$ cat src/rtl/ps2_pkg.sv
// Shared PS/2 Set-2 definitions: prefix bytes, ignored controller responses, receiver state type.
package ps2_pkg;

    typedef logic [7:0] scan_code_t;

    localparam scan_code_t PS2_BREAK = 8'hF0;
    localparam scan_code_t PS2_EXT   = 8'hE0;

    typedef enum logic [1:0] {IDLE, BRK, EXT, EXT_BRK} ps2_rx_state_t;

    // Keyboard status/ack bytes that arrive in the stream but are not keys.
    function automatic logic isIgnored(input scan_code_t code);
        return code inside {8'h00, 8'hAA, 8'hFA, 8'hFC, 8'hFE, 8'hFF};
    endfunction

endpackage

$ cat src/rtl/key_slot_table.sv
// Press-ordered held-key table: add without duplicates, remove with shift-down compaction,
// sticky overflow that clears once the table empties.
module key_slot_table
    import ps2_pkg::*;
#(
    parameter int unsigned MAX_KEYS = 2
) (
    input  logic       Clk,
    input  logic       Reset_n,
    input  logic       addEn,
    input  logic       removeEn,
    input  logic       clearEn,
    input  scan_code_t code,
    output logic [2:0] keyCount,
    output scan_code_t keyCode1,
    output scan_code_t keyCode2,
    output logic       overflow
);

    localparam logic [2:0] MaxCount = 3'(MAX_KEYS);

    scan_code_t slotQ [MAX_KEYS];
    scan_code_t slotD [MAX_KEYS];
    scan_code_t extSlots [MAX_KEYS + 1];
    logic [2:0] countQ, countD;
    logic       ovfQ, ovfD;
    logic [MAX_KEYS-1:0] hitVec;
    logic       hit, full, below;

    always_comb begin
        for (int i = 0; i < MAX_KEYS; i++) begin
            extSlots[i] = slotQ[i];
            hitVec[i]   = (3'(i) < countQ) && (slotQ[i] == code);
        end
        extSlots[MAX_KEYS] = 8'h00;
        hit  = |hitVec;
        full = (countQ == MaxCount);

        slotD  = slotQ;
        countD = countQ;
        ovfD   = ovfQ;
        below  = 1'b0;

        if (clearEn) begin
            for (int i = 0; i < MAX_KEYS; i++) slotD[i] = 8'h00;
            countD = 3'd0;
            ovfD   = 1'b0;
        end else if (addEn && !hit) begin
            if (full) begin
                ovfD = 1'b1;
            end else begin
                for (int i = 0; i < MAX_KEYS; i++) begin
                    if (3'(i) == countQ) slotD[i] = code;
                end
                countD = countQ + 3'd1;
            end
        end else if (removeEn && hit) begin
            // Everything at or above the hit slot takes its upper neighbour; top fills with 00.
            for (int i = 0; i < MAX_KEYS; i++) begin
                below = below | hitVec[i];
                if (below) slotD[i] = extSlots[i + 1];
            end
            countD = countQ - 3'd1;
            if (countQ == 3'd1) ovfD = 1'b0;
        end
    end

    always_ff @(posedge Clk or negedge Reset_n) begin
        if (!Reset_n) begin
            for (int i = 0; i < MAX_KEYS; i++) slotQ[i] <= 8'h00;
            countQ <= 3'd0;
            ovfQ   <= 1'b0;
        end else begin
            slotQ  <= slotD;
            countQ <= countD;
            ovfQ   <= ovfD;
        end
    end

    assign keyCount = countQ;
    assign keyCode1 = slotQ[0];
    assign keyCode2 = slotQ[1];
    assign overflow = ovfQ;

endmodule

$ cat src/rtl/ps2_key_tracker.sv
// PS/2 Set-2 make/break prefix decoder feeding the held-key table.
// Optional idle-timeout clear is built when KEY_TIMEOUT_EN is defined.
module ps2_key_tracker
    import ps2_pkg::*;
#(
    parameter int unsigned MAX_KEYS       = 2,
    parameter int unsigned TIMEOUT_CYCLES = 50000000
) (
    input  logic       Clk,
    input  logic       Reset_n,
    input  logic [7:0] scanCode,
    input  logic       scanValid,
    output logic [2:0] keyCount,
    output logic [7:0] keyCode1,
    output logic [7:0] keyCode2,
    output logic       overflow
);

    ps2_rx_state_t stateQ, stateD;
    logic addEn, removeEn, clearEn, expired;

`ifdef KEY_TIMEOUT_EN
    logic [31:0] timerQ, timerD;

    // A byte in the expiry cycle takes priority over the clear.
    assign expired = !scanValid && (timerQ == 32'(TIMEOUT_CYCLES - 1));

    always_comb begin
        timerD = timerQ + 32'd1;
        if (scanValid || expired) timerD = 32'd0;
    end

    always_ff @(posedge Clk or negedge Reset_n) begin
        if (!Reset_n) timerQ <= 32'd0;
        else          timerQ <= timerD;
    end
`else
    logic unusedTimeout;
    assign unusedTimeout = ^32'(TIMEOUT_CYCLES);
    assign expired       = 1'b0;
`endif

    always_comb begin
        stateD   = stateQ;
        addEn    = 1'b0;
        removeEn = 1'b0;
        clearEn  = 1'b0;
        if (scanValid) begin
            unique case (stateQ)
                IDLE: begin
                    if (scanCode == PS2_BREAK)    stateD = BRK;
                    else if (scanCode == PS2_EXT) stateD = EXT;
                    else if (!isIgnored(scanCode)) addEn = 1'b1;
                end
                BRK: begin
                    if (scanCode == PS2_BREAK)    stateD = BRK;
                    else if (scanCode == PS2_EXT) stateD = EXT_BRK;
                    else begin
                        removeEn = 1'b1;
                        stateD   = IDLE;
                    end
                end
                EXT: begin
                    if (scanCode == PS2_BREAK)    stateD = EXT_BRK;
                    else if (scanCode == PS2_EXT) stateD = EXT;
                    else                          stateD = IDLE;
                end
                EXT_BRK: stateD = IDLE;
            endcase
        end else if (expired) begin
            clearEn = 1'b1;
            stateD  = IDLE;
        end
    end

    always_ff @(posedge Clk or negedge Reset_n) begin
        if (!Reset_n) stateQ <= IDLE;
        else          stateQ <= stateD;
    end

    key_slot_table #(
        .MAX_KEYS(MAX_KEYS)
    ) uTable (
        .Clk      (Clk),
        .Reset_n  (Reset_n),
        .addEn    (addEn),
        .removeEn (removeEn),
        .clearEn  (clearEn),
        .code     (scanCode),
        .keyCount (keyCount),
        .keyCode1 (keyCode1),
        .keyCode2 (keyCode2),
        .overflow (overflow)
    );

endmodule

$ cat config.mk
export PLATFORM = sky130hd
export DESIGN_NAME = ps2_key_tracker
export DESIGN_NICKNAME = d
export VERILOG_FILES = /design/src/rtl/ps2_pkg.sv /design/src/rtl/key_slot_table.sv /design/src/rtl/ps2_key_tracker.sv
export SDC_FILE = /design/constraint.sdc
export NUM_CORES = 1
export LEC_CHECK = 0
export BUFFER_PORTS_ARGS = -buffer_cell sky130_fd_sc_hd__buf_2
export CAP_MARGIN = 20
export CORE_UTILIZATION = 30
export CTS_BUF_LIST = sky130_fd_sc_hd__clkbuf_4 sky130_fd_sc_hd__clkbuf_8 sky130_fd_sc_hd__clkbuf_16
export CTS_CLUSTER_DIAMETER = 60
export DETAILED_ROUTE_END_ITERATION = 16
export SYNTH_ARGS = -nofsm -noshare
export SYNTH_HDL_FRONTEND = slang
export SYNTH_SLANG_ARGS = --single-unit
export TNS_END_PERCENT = 20
$ cat constraint.sdc
create_clock -name Clk -period 5.2 [get_ports Clk]
set_input_delay 0.26 -clock Clk [delete_from_list [all_inputs] [get_ports Clk]]
set_output_delay 0.26 -clock Clk [all_outputs]
set_load 0.05 [all_outputs]
==> metrics.md, run 1 <==
| Metric | Value |
|---|---|
| Slew at the pin with the worst max-slew slack | `493 ps` |
| WL met2 | `1400 um` |
| Fin Clk Skew | `8.24 ps` |
| RSZ-0062 raised after global routing | `no` |
| Setup TNS | `0 ps` |
| GRT overflow | `0` |
| Post-DRT Antenna Nets | `0` |
| DR vias | `1082` |
| Clk buf depth | `2` |
| Pre-CTS setup slack | `2710 ps` |
| Util after Layout | `36.3%` |
| DRT iter0 DRCs | `94` |
| Part of the power in the clock network | `11.5%` |
| H-tree depth | `1` |
| DIE AREA | `0.00551 mm^2` |
| CP top delay family | `multiplexers` |
| Leakage | `0.849 nW` |
| Cell Int Power | `0.000539 W` |
| Layout area overhead | `12.9%` |
| Buf/Inv on CP | `1` |
| Worst skew pair latency | `270 ps` |
| Final Cycle Share | `49.0%` |
| TritonCTS buffer count | `3` |
| Syn nets | `145` |
| Ys Warns | `0` |
| Post-synthesis area per instance | `12.1 um^2` |
| Crit-path max FO | `11` |
| Yosys cell types | `40` |
| Highest routed layer | `met4` |
| Mapped Cells | `129` |
| Post-layout instance area | `0.00177 mm^2` |
| HP Class | `in2reg` |
| Comb power frac | `58.4%` |
| Fill count | `491` |
| Clock transition at path regs | `90 ps` |
| Sw Ratio | `50.6%` |
| Peak supply drop | `343 uV` |
| DRT Wirelength | `3220 um` |
| WL/cell | `14.6 um` |
| CP max stage delay | `440 ps` |
| Max Fclk | `392 MHz` |
| Rel. slew slack | `67.1%` |
| Post-synth EDFFs | `0` |
| RePlAce Congestion | `0.810` |
| Global-route wire length before repair | `5170 um` |
| Max Transition Viols Final | `0` |
| Setup-violating endpoint count in the final report | `0` |
| Hpwl dp | `2340 um` |
| Sink Count | `22` |
| Final WS setup | `2650 ps` |
| Port Buffers | `30` |
| Worst path arrival time | `2700 ps` |
| Final hold vios | `0` |
| CP Cell Sequence | `inv_1 -> ha_1 -> a21oi_1 -> o211ai_1 -> nand3_2 -> mux2_1 -> mux2_4` |
| Post-synthesis sequential area ratio | `35.1%` |
| Vias in the first global route | `1027` |
| Die height | `74.3 um` |
| Post-layout min period | `2550 ps` |
| Post-synth ARST share | `100%` |
| Initial antenna violation count | `0` |
| Power per cell area | `617 mW/mm^2` |
| Vias per cell | `4.90` |
| P_sw | `0.000553 W` |
| I/O pin count | `31` |
| CP required | `5350 ps` |
| Power, Total | `0.00109 W` |
| Met1 WL | `1630 um` |
| Worst setup EP type | `register` |
| MaxCap Viol Count | `0` |
| Nets | `171` |
| Area of the core | `0.00488 mm^2` |
| Crit path kind | `reg2reg` |
| DR WL met3 | `171 um` |
| Slowest stage cell, crit path | `dfrtp_1` |
| Placed instance area | `0.00170 mm^2` |
| Outcome | `complete, no violations` |
| Std cell rows | `25` |
| Ys flop type | `dfrtp_1` |
| Clock Root Buffer | `clkbuf_8` |
| Ant. Diodes | `0` |
| Reg power frac | `30.1%` |
| Startpoint types | `register` |
| Starting Density | `32.1%` |
| Postcts setup bufs | `0` |
| Syn Std Cell Area | `0.00157 mm^2` |
| Share of layout cells above drive strength 1 | `39.6%` |
| Largest net degree at the start of global routing | `23` |
| Residual DRC | `0` |
| CTS tree | `yes` |
| GRT Resource Usage Total | `12.5%` |
| Initial DRT Pass Iterations | `4` |
| Register bit total from synthesis | `22` |
| Die Wd | `74.3 um` |
[synth_stat cells, types with 3 or more instances]
cell type / instances / area, um^2
dfrtp_1: 22 / 551
mux2_4: 15 / 225
xor2_1: 14 / 123
a22o_1: 9 / 78.8
buf_6: 7 / 78.8
ha_1: 5 / 62.6
nor4_1: 5 / 31.3
and3_4: 4 / 45.0
inv_1: 4 / 15.0
nor2_1: 4 / 15.0
a21oi_1: 3 / 15.0
xnor2_1: 3 / 26.3
[through the flow]
step / instances / hold slack, ps
finish: 221 / 295
global route: 221 / 308
CTS: 221 / 293
detailed placement: 216 / 266
global placement: 216 / 259
floorplan: 129 / -35.6
[state kept, by name (all words and copies together), names as in the netlist]
| name | flops |
|---|---|
| uTable.keyCount | 3 |
| uTable.overflow | 1 |
| uTable.keyCode1 | 8 |
| uTable.keyCode2 | 8 |
| stateQ | 2 |
[cells by family after synthesis]
family | synth area share, %
AOI/OAI and AO/OA | 16.6
xor gates and xnor gates | 9.51
adders and majority gates | 4.71
buffers and inverters | 7.11
DFF | 35.1
muxes | 15.1
and+or+nand+nor | 11.8
[path summary, 6_finish.rpt]
kind,startpoint,endpoint,slack [ps],cells after the start
min reg2reg,uTable.overflow,uTable.overflow,500,1
max in group asynchronous,Reset_n,uTable.keyCode1[3],4380,2
min,scanValid,stateQ[0],290,2
min in group asynchronous,Reset_n,uTable.keyCount[2],490,2
max,uTable.keyCount[1],uTable.keyCode1[3],2650,7
max reg2reg,uTable.keyCount[1],uTable.keyCode1[3],2650,7
[per-layer routing]
metal,global-route usage [%],up-vias
met1,18.2,525
met3,3.79,2
met5,0,-
li1,-,525
met2,18.3,30
met4,2.52,0
[cell type report]
class	instances	area, um^2	share of cell area, %
well taps	67	83.8	4.74
flip-flops and latches	22	551	31.1
repair buffers	31	160	9.05
inverters	4	15.0	0.849
multi-input cells	93	905	51.1
clock buffers	4	55.1	3.11
[worst reg2reg max path, delay by kind of cell, from the launching register on]
kind,cells,cell delay (ps)
AOI/OAI and AO/OA,2,430
adders and majority gates,1,270
buffers and inverters,1,170
DFF,1,440
muxes,2,710
and+or+nand+nor,1,410
[cell usage in the layout (no fill, tap or decap), types with 3 or more instances in the layout]
cell / instances
buf_2: 30
a21oi_1: 3
mux2_4: 15
nor4_1: 5
a22o_1: 9
dfrtp_1: 22
clkbuf_8: 4
xnor2_1: 3
inv_1: 4
xor2_1: 14
and3_4: 4
ha_1: 5
nor2_1: 4
[power by group through the flow]
stage	sequential [W]	combinational, W	clock, W
after global routing	0.000342	0.000683	0.000138
after CTS	0.000330	0.000642	0.000130
after floorplan	0.000566	0.000278	0
final	0.000329	0.000638	0.000125
after global placement	0.000334	0.000636	0
after detailed placement	0.000333	0.000638	0
[what timing repair did]
action,4_1_cts,5_1_grt
hold buffers,1,0
gates resized for setup,0,0
hold endpoints to repair,22,0
setup endpoints to repair,0,0
Note: power is estimated with default switching activity, not from simulation.
==> run 2, diff against run 1 <==
==> constraint.sdc (replaced) <==
create_clock -name Clk -period 2.3 [get_ports Clk]
set_input_delay 0.115 -clock Clk [delete_from_list [all_inputs] [get_ports Clk]]
set_output_delay 0.115 -clock Clk [all_outputs]
set_load 0.05 [all_outputs]
==> metrics.md, run 2 (synthesized netlist as in run 1, its figures left out) <==
| Metric | Value |
|---|---|
| Outcome | `complete, no violations` |
| Slew at the pin with the worst max-slew slack | `511 ps (+17.8 ps)` |
| Starting Density | `32.1% (unchanged)` |
| Worst skew pair latency | `270 ps (about the same)` |
| Setup crit end | `uTable.keyCode1[7]` |
| Pre-CTS setup slack | `40.3 ps (-2670 ps)` |
| I/O pin count | `31 (unchanged)` |
| Final Cycle Share | `94.3% (+45 points)` |
| Residual DRC | `0 (unchanged)` |
| Placed Cells | `225 (+4.2%)` |
| Power per cell area | `1380 mW/mm^2 (+120%)` |
| Die Wd | `74.3 um (unchanged)` |
| Die height | `74.3 um (unchanged)` |
| Peak supply drop | `761 uV (+120%)` |
| DRT iter0 DRCs | `53 (-44%)` |
| Worst path arrival time | `2320 ps (-380 ps)` |
| Reg2reg end | `uTable.keyCode1[7]` |
| Layout area overhead | `18.9%` |
| Non-Filler Instances | `232 (+5.0%)` |
| Most common cell after layout, fill and taps aside | `buf_2` |
| Initial antenna violation count | `0 (unchanged)` |
| CP max stage delay | `420 ps (-20 ps)` |
| Highest routed layer | `met4` |
| GRT overflow | `0 (unchanged)` |
| Crit-path max FO | `4 (-7)` |
| Rel. slew slack | `65.9% (-1.2 points)` |
| Area of the core | `0.00488 mm^2 (unchanged)` |
| Global-route wire length before repair | `5210 um (+0.79%)` |
| Worst setup EP type | `register` |
| DRT Wirelength | `3390 um (+5.2%)` |
| Sink Count | `22 (unchanged)` |
| Final hold vios | `0 (unchanged)` |
| GRT Resource Usage Total | `12.7% (+0.16 points)` |
| Hpwl dp | `2590 um (+10%)` |
| FF-to-FF setup slack | `130 ps (-2520 ps)` |
| Reg area | `556 um^2 (+0.91%)` |
| Port Buffers | `30 (unchanged)` |
| Fill count | `502 (+2.2%)` |
| H-tree depth | `1 (unchanged)` |
| Ant. Diodes | `0 (unchanged)` |
| MaxCap Viol Count | `0 (unchanged)` |
| Clock transition at path regs | `90 ps (about the same)` |
| WL met2 | `1470 um (+4.7%)` |
| DIE AREA | `0.00551 mm^2 (unchanged)` |
| Final WS setup | `131 ps (-2520 ps)` |
| Max Transition Viols Final | `0 (unchanged)` |
| Slowest stage cell, crit path | `dfrtp_1` |
| Post-DRT Antenna Nets | `0 (unchanged)` |
| Area of the multi-input gates | `911 um^2 (+0.69%)` |
| CP required | `2450 ps (-2900 ps)` |
| Worst Setup SP | `uTable.keyCode2[0]` |
| Met1 WL | `1750 um (+7.4%)` |
| Leakage | `0.905 nW (+6.7%)` |
| Std cell rows | `25 (unchanged)` |
| Util after Layout | `38.2% (+1.9 points)` |
| Fin Clk Skew | `6.76 ps (-1.48 ps)` |
| Startpoint types | `register` |
| CTS tree | `yes` |
| TritonCTS buffer count | `3 (unchanged)` |
| Path depth of the worst reg2reg path | `7 (unchanged)` |
| DR WL met3 | `146 um (-15%)` |
| Vias per cell | `4.91 (+0.19%)` |
| Initial DRT Pass Iterations | `4 (unchanged)` |
| Share of layout cells above drive strength 1 | `47.3% (+7.7 points)` |
| DR vias | `1138 (+5.2%)` |
| Crit path kind | `reg2reg` |
| Vias in the first global route | `1074 (+4.6%)` |
| Max Fclk | `461 MHz (+18%)` |
| Clock Root Buffer | `clkbuf_8` |
| Post-layout min period | `2170 ps (-381 ps)` |
| Setup-violating endpoint count in the final report | `0 (unchanged)` |
| WL/cell | `14.6 um (+0.17%)` |
| CP Cell Sequence | `xor2_1 -> nor4_2 -> o211ai_1 -> and3_4 -> a31oi_4 -> buf_4 -> mux2_4` |
| RR Startpoint | `uTable.keyCode2[0]` |
| Commonest cells after routing, fill and taps aside | `buf_2, dfrtp_1, mux2_4` |
| Clk buf depth | `2 (unchanged)` |
| RSZ-0062 raised after global routing | `yes` |
| HP Class | `in2reg` |
| RePlAce Congestion | `0.793 (-2.1%)` |
| Nets | `182 (+6.4%)` |
| Tightest hold margin | `146 ps (-149 ps)` |
| Power, Total | `0.00256 W (+130%)` |
| Largest net degree at the start of global routing | `23 (unchanged)` |
## run 2: changes by cell type in the layout (fill, tap and decap cells not counted)
cell / before / now
dfrtp_1: 22 / 18
nor4_1: 5 / 4
nor4_2: 0 / 1
buf_4: 0 / 11
dfrtp_2: 0 / 4
inv_1: 4 / 3
inv_2: 0 / 1
## run 2: report_power, final
| part | internal [W] | total (W) | switching (W) |
|---|---|---|---|
| sequential | 0.000557 | 0.000737 | 0.000180 |
| clock | 0.000153 | 0.000283 | 0.000131 |
| combinational | 0.000569 | 0.00154 | 0.000975 |
| total | 0.00128 | 0.00256 | 0.00129 |
## run 2: worst min path at each step
stage,start,to,slack (ps),cells past startpoint
final,scanValid,stateQ[1],150,3
after global routing,scanValid,stateQ[0],170,2
after CTS,scanValid,stateQ[1],150,3
after detailed placement,Reset_n,uTable.keyCode2[4],120,1
after global placement,Reset_n,uTable.keyCode2[0],120,1
after floorplan,Reset_n,stateQ[0],-180,0
## run 2: through the flow
stage,setup TNS [ps],cell area (um^2)
2_1_floorplan,0,1570
3_3_place_gp,0,1780
3_5_place_dp,0,1780
4_1_cts,0,1840
5_1_grt,-80.8,1860
6_report,0,1860
## run 2: critical path, delay by kind of cell, from the launching register on
family                 cells  cell delay (ps)
multiplexers               1              300
flip-flops                 1              420
XOR/XNOR                   1              160
buffers and inverters      1              180
AND/OR/NAND/NOR            2              560
AO/OA/AOI/OAI              2              430
## run 2: timing repair
action	CTS	global route
endpoints found under the setup margin	0	16
hold endpoints to repair	22	0
hold buffers	1	0
resized for setup	0	2
setup buffers	0	2
## run 2: layer usage
| layer | up-vias | global-route usage [%] |
|---|---|---|
| met1 | 553 | 17.6 |
| li1 | 549 | - |
| met3 | 2 | 3.12 |
| met2 | 34 | 20.4 |
| met4 | 0 | 1.89 |
| met5 | - | 0 |
## run 2: cell type report
type,instances,share of cell area [%]
Clock buffer,4,2.95
Inverter,4,0.806
Multi-Input combinational cell,93,48.9
Sequential cell,22,29.8
Tap cell,67,4.50
Timing Repair Buffer,42,13.0
==> run 3, diff against run 2 <==
--- a/config.mk
+++ b/config.mk
@@ -5,6 +5,7 @@
 export SDC_FILE = /design/constraint.sdc
 export NUM_CORES = 1
 export LEC_CHECK = 0
+export ABC_AREA = 1
 export BUFFER_PORTS_ARGS = -buffer_cell sky130_fd_sc_hd__buf_2
 export CAP_MARGIN = 20
 export CORE_UTILIZATION = 30
==> metrics.md, run 3 <==
| Metric | Value |
|---|---|
| Outcome | `complete, no violations` |
| Layout area overhead | `13.2%` |
| Worst setup EP type | `register` |
| Leading area contributor after synthesis | `dfrtp_1` |
| Crit path kind | `reg2reg` |
| Mapped Cells | `254 (+97%)` |
| Post-layout min period | `2150 ps (-22.9 ps)` |
| Buf/Inv on CP | `3 (+2)` |
| Post-synthesis sequential area ratio | `30.1% (-5.0 points)` |
| Vias per cell | `4.52 (-7.9%)` |
| Die Wd | `80.1 um (+7.8%)` |
| WL/cell | `12.1 um (-17%)` |
| Setup-violating endpoint count in the final report | `0 (unchanged)` |
| Register bit total from synthesis | `22 (unchanged)` |
| DIE AREA | `0.00641 mm^2 (+16%)` |
| Die height | `80.1 um (+7.8%)` |
| Final hold vios | `0 (unchanged)` |
| HP Class | `in2reg` |
| TritonCTS buffer count | `3 (unchanged)` |
| Largest net degree at the start of global routing | `23 (unchanged)` |
| Clock transition at path regs | `90 ps (about the same)` |
| DRT iter0 DRCs | `117 (+120%)` |
| Starting Density | `31.1% (-1.0 points)` |
| Clk buf depth | `2 (unchanged)` |
| Post-synth ARST share | `100% (unchanged)` |
| Global-route wire length before repair | `7040 um (+35%)` |
| Final Cycle Share | `93.3% (-1.0 points)` |
| Slowest stage cell, crit path | `dfrtp_1` |
| CTS tree | `yes` |
| Area of the core | `0.00589 mm^2 (+21%)` |
| Initial DRT Pass Iterations | `4 (unchanged)` |
| Clock Root Buffer | `clkbuf_8` |
| CP max stage delay | `430 ps (about the same)` |
| Post-synth top cells | `nand2_1, inv_1, dfrtp_1, nand3_1, nand2_2` |
| Ant. Diodes | `0 (unchanged)` |
| Worst skew pair latency | `270 ps (about the same)` |
| Top-count cell post-synth | `nand2_1` |
| Port Buffers | `30 (unchanged)` |
| GRT Resource Usage Total | `14.7% (+2.0 points)` |
| Post-DRT Antenna Nets | `0 (unchanged)` |
| Most common cell after layout, fill and taps aside | `nand2_1` |
| Hpwl dp | `3310 um (+28%)` |
| Setup TNS | `0 ps (unchanged)` |
| Initial antenna violation count | `0 (unchanged)` |
| Max Transition Viols Final | `0 (unchanged)` |
| RSZ-0062 raised after global routing | `no` |
| Post-synth top area share | `30.1% (-5.0 points)` |
| Commonest cells after routing, fill and taps aside | `nand2_1, buf_2, inv_1` |
| Fin Clk Skew | `1.56 ps (-5.20 ps)` |
| Leakage | `1.11 nW (+23%)` |
| Yosys cell types | `29 (-28%)` |
| H-tree depth | `1 (unchanged)` |
| MaxCap Viol Count | `0 (unchanged)` |
| Ys Warns | `0 (unchanged)` |
| Area contributors post-synth | `dfrtp_1, nand2_1, nand3_1` |
| Worst path arrival time | `2310 ps (about the same)` |
| DR vias | `1612 (+42%)` |
| CP top delay family | `simple AND/OR/NAND/NOR gates` |
| Peak supply drop | `399 uV (-48%)` |
| Syn Std Cell Area | `0.00183 mm^2 (+17%)` |
| GRT overflow | `0 (unchanged)` |
| CP required | `2470 ps (+20 ps)` |
| Vias in the first global route | `1433 (+33%)` |
| Rel. slew slack | `64.2% (-1.8 points)` |
| Syn nets | `270 (+86%)` |
| Ys flop type | `dfrtp_1` |
| Power per cell area | `1240 mW/mm^2 (-10%)` |
| CP Cell Sequence | `inv_1 -> ha_1 -> inv_1 -> nor2_1 -> nor3b_2 -> nand3_1 -> nand2_4 -> inv_4 -> nand3_4 -> nand2_2 -> nand3_4 -> nand2_1 -> nand2_1` |
| Post-synthesis area per instance | `7.20 um^2 (-41%)` |
| Sink Count | `22 (unchanged)` |
| I/O pin count | `31 (unchanged)` |
| Std cell rows | `28 (+12%)` |
| RePlAce Congestion | `0.803 (+1.3%)` |
| Slew at the pin with the worst max-slew slack | `538 ps (+26.6 ps)` |
| Startpoint types | `register` |
| DRT Wirelength | `4320 um (+28%)` |
| Residual DRC | `0 (unchanged)` |
| Share of layout cells above drive strength 1 | `28.0% (-19 points)` |
| Max Fclk | `466 MHz (+1.1%)` |
| Nets | `299 (+64%)` |
| Crit-path max FO | `12 (+8)` |
| Tightest hold margin | `53.8 ps (-92.1 ps)` |
| Fill count | `648 (+29%)` |
| Post-synth EDFFs | `0 (unchanged)` |
==> run 3: per-layer routing <==
layer	vias up	share of wire [%]	track usage [%]
met4	0	1.7	5.89
met1	720	49	22.0
met5	-	0	0
met3	5	6.3	1.36
li1	836	-	-
met2	51	43	21.4
==> run 3: metrics by stage <==
stage / power, W / cell area [um^2] / setup slack [ps] / cells / utilization [%]
final: 0.00256 / 2070 / 154 / 357 / 35.2
after global routing: 0.00275 / 2070 / 11.9 / 357 / 35.2
after CTS: 0.00257 / 2060 / 104 / 357 / 35.0
after detailed placement: 0.00218 / 1980 / 127 / 352 / 33.7
after global placement: 0.00217 / 1980 / 272 / 352 / 33.7
after floorplan: 0.00190 / 1830 / 83.4 / 254 / -
==> run 3: logic make-up after synthesis <==
family	Yosys count	share of synthesized area [%]
xor gates and xnor gates	8	3.83
AOI/OAI and AO/OA	17	5.34
and+or+nand+nor	163	45.5
DFF	22	30.1
buffers and inverters	39	11.8
adders and majority gates	5	3.42
==> run 3: worst paths after layout <==
path | startpoint | depth (start not counted) | slack (ps) | endpoint
hold / removal | scanValid | 2 | 50 | stateQ[0]
setup / recovery | uTable.keyCount[1] | 13 | 150 | uTable.keyCode1[5]
setup reg to reg | uTable.keyCount[1] | 13 | 150 | uTable.keyCode1[5]
max in group asynchronous | Reset_n | 2 | 1590 | uTable.keyCode2[1]
min in group asynchronous | Reset_n | 2 | 350 | uTable.keyCount[0]
hold reg to reg | uTable.overflow | 2 | 500 | uTable.overflow
==> run 3: final cells by class <==
| cell class | count | area (um^2) | share of cell area [%] |
|---|---|---|---|
| inverters | 32 | 124 | 5.99 |
| multi-input cells | 193 | 1070 | 51.7 |
| repair buffers | 31 | 160 | 7.74 |
| clock buffers | 3 | 41.3 | 2.00 |
| well taps | 75 | 93.8 | 4.53 |
| clock inverters | 1 | 30.0 | 1.45 |
| flip-flops and latches | 22 | 551 | 26.6 |
==> run 3: power breakdown <==
part           total [W]  switching, W  internal, W
Sequential      0.000709      0.000180     0.000529
Clock           0.000375      0.000142     0.000233
Combinational    0.00148       0.00106     0.000422
Total            0.00256       0.00138      0.00118
==> run 3: repair_timing <==
item / 4_1_cts / 5_1_grt
setup buffers: 0 / 0
hold buffers: 1 / 0
endpoints found under the setup margin: 0 / 8
resized for setup: 0 / 1
hold endpoints to repair: 22 / 0
==> run 3: worst register-to-register path, stage by stage (launching register included) <==
cell and delay [ps]:
dfrtp_1 430, inv_1 150, ha_1 160, inv_1 30
nor2_1 210, nor3b_2 80, nand3_1 130, nand2_4 70
inv_4 160, nand3_4 120, nand2_2 200, nand3_4 160
nand2_1 90, nand2_1 50
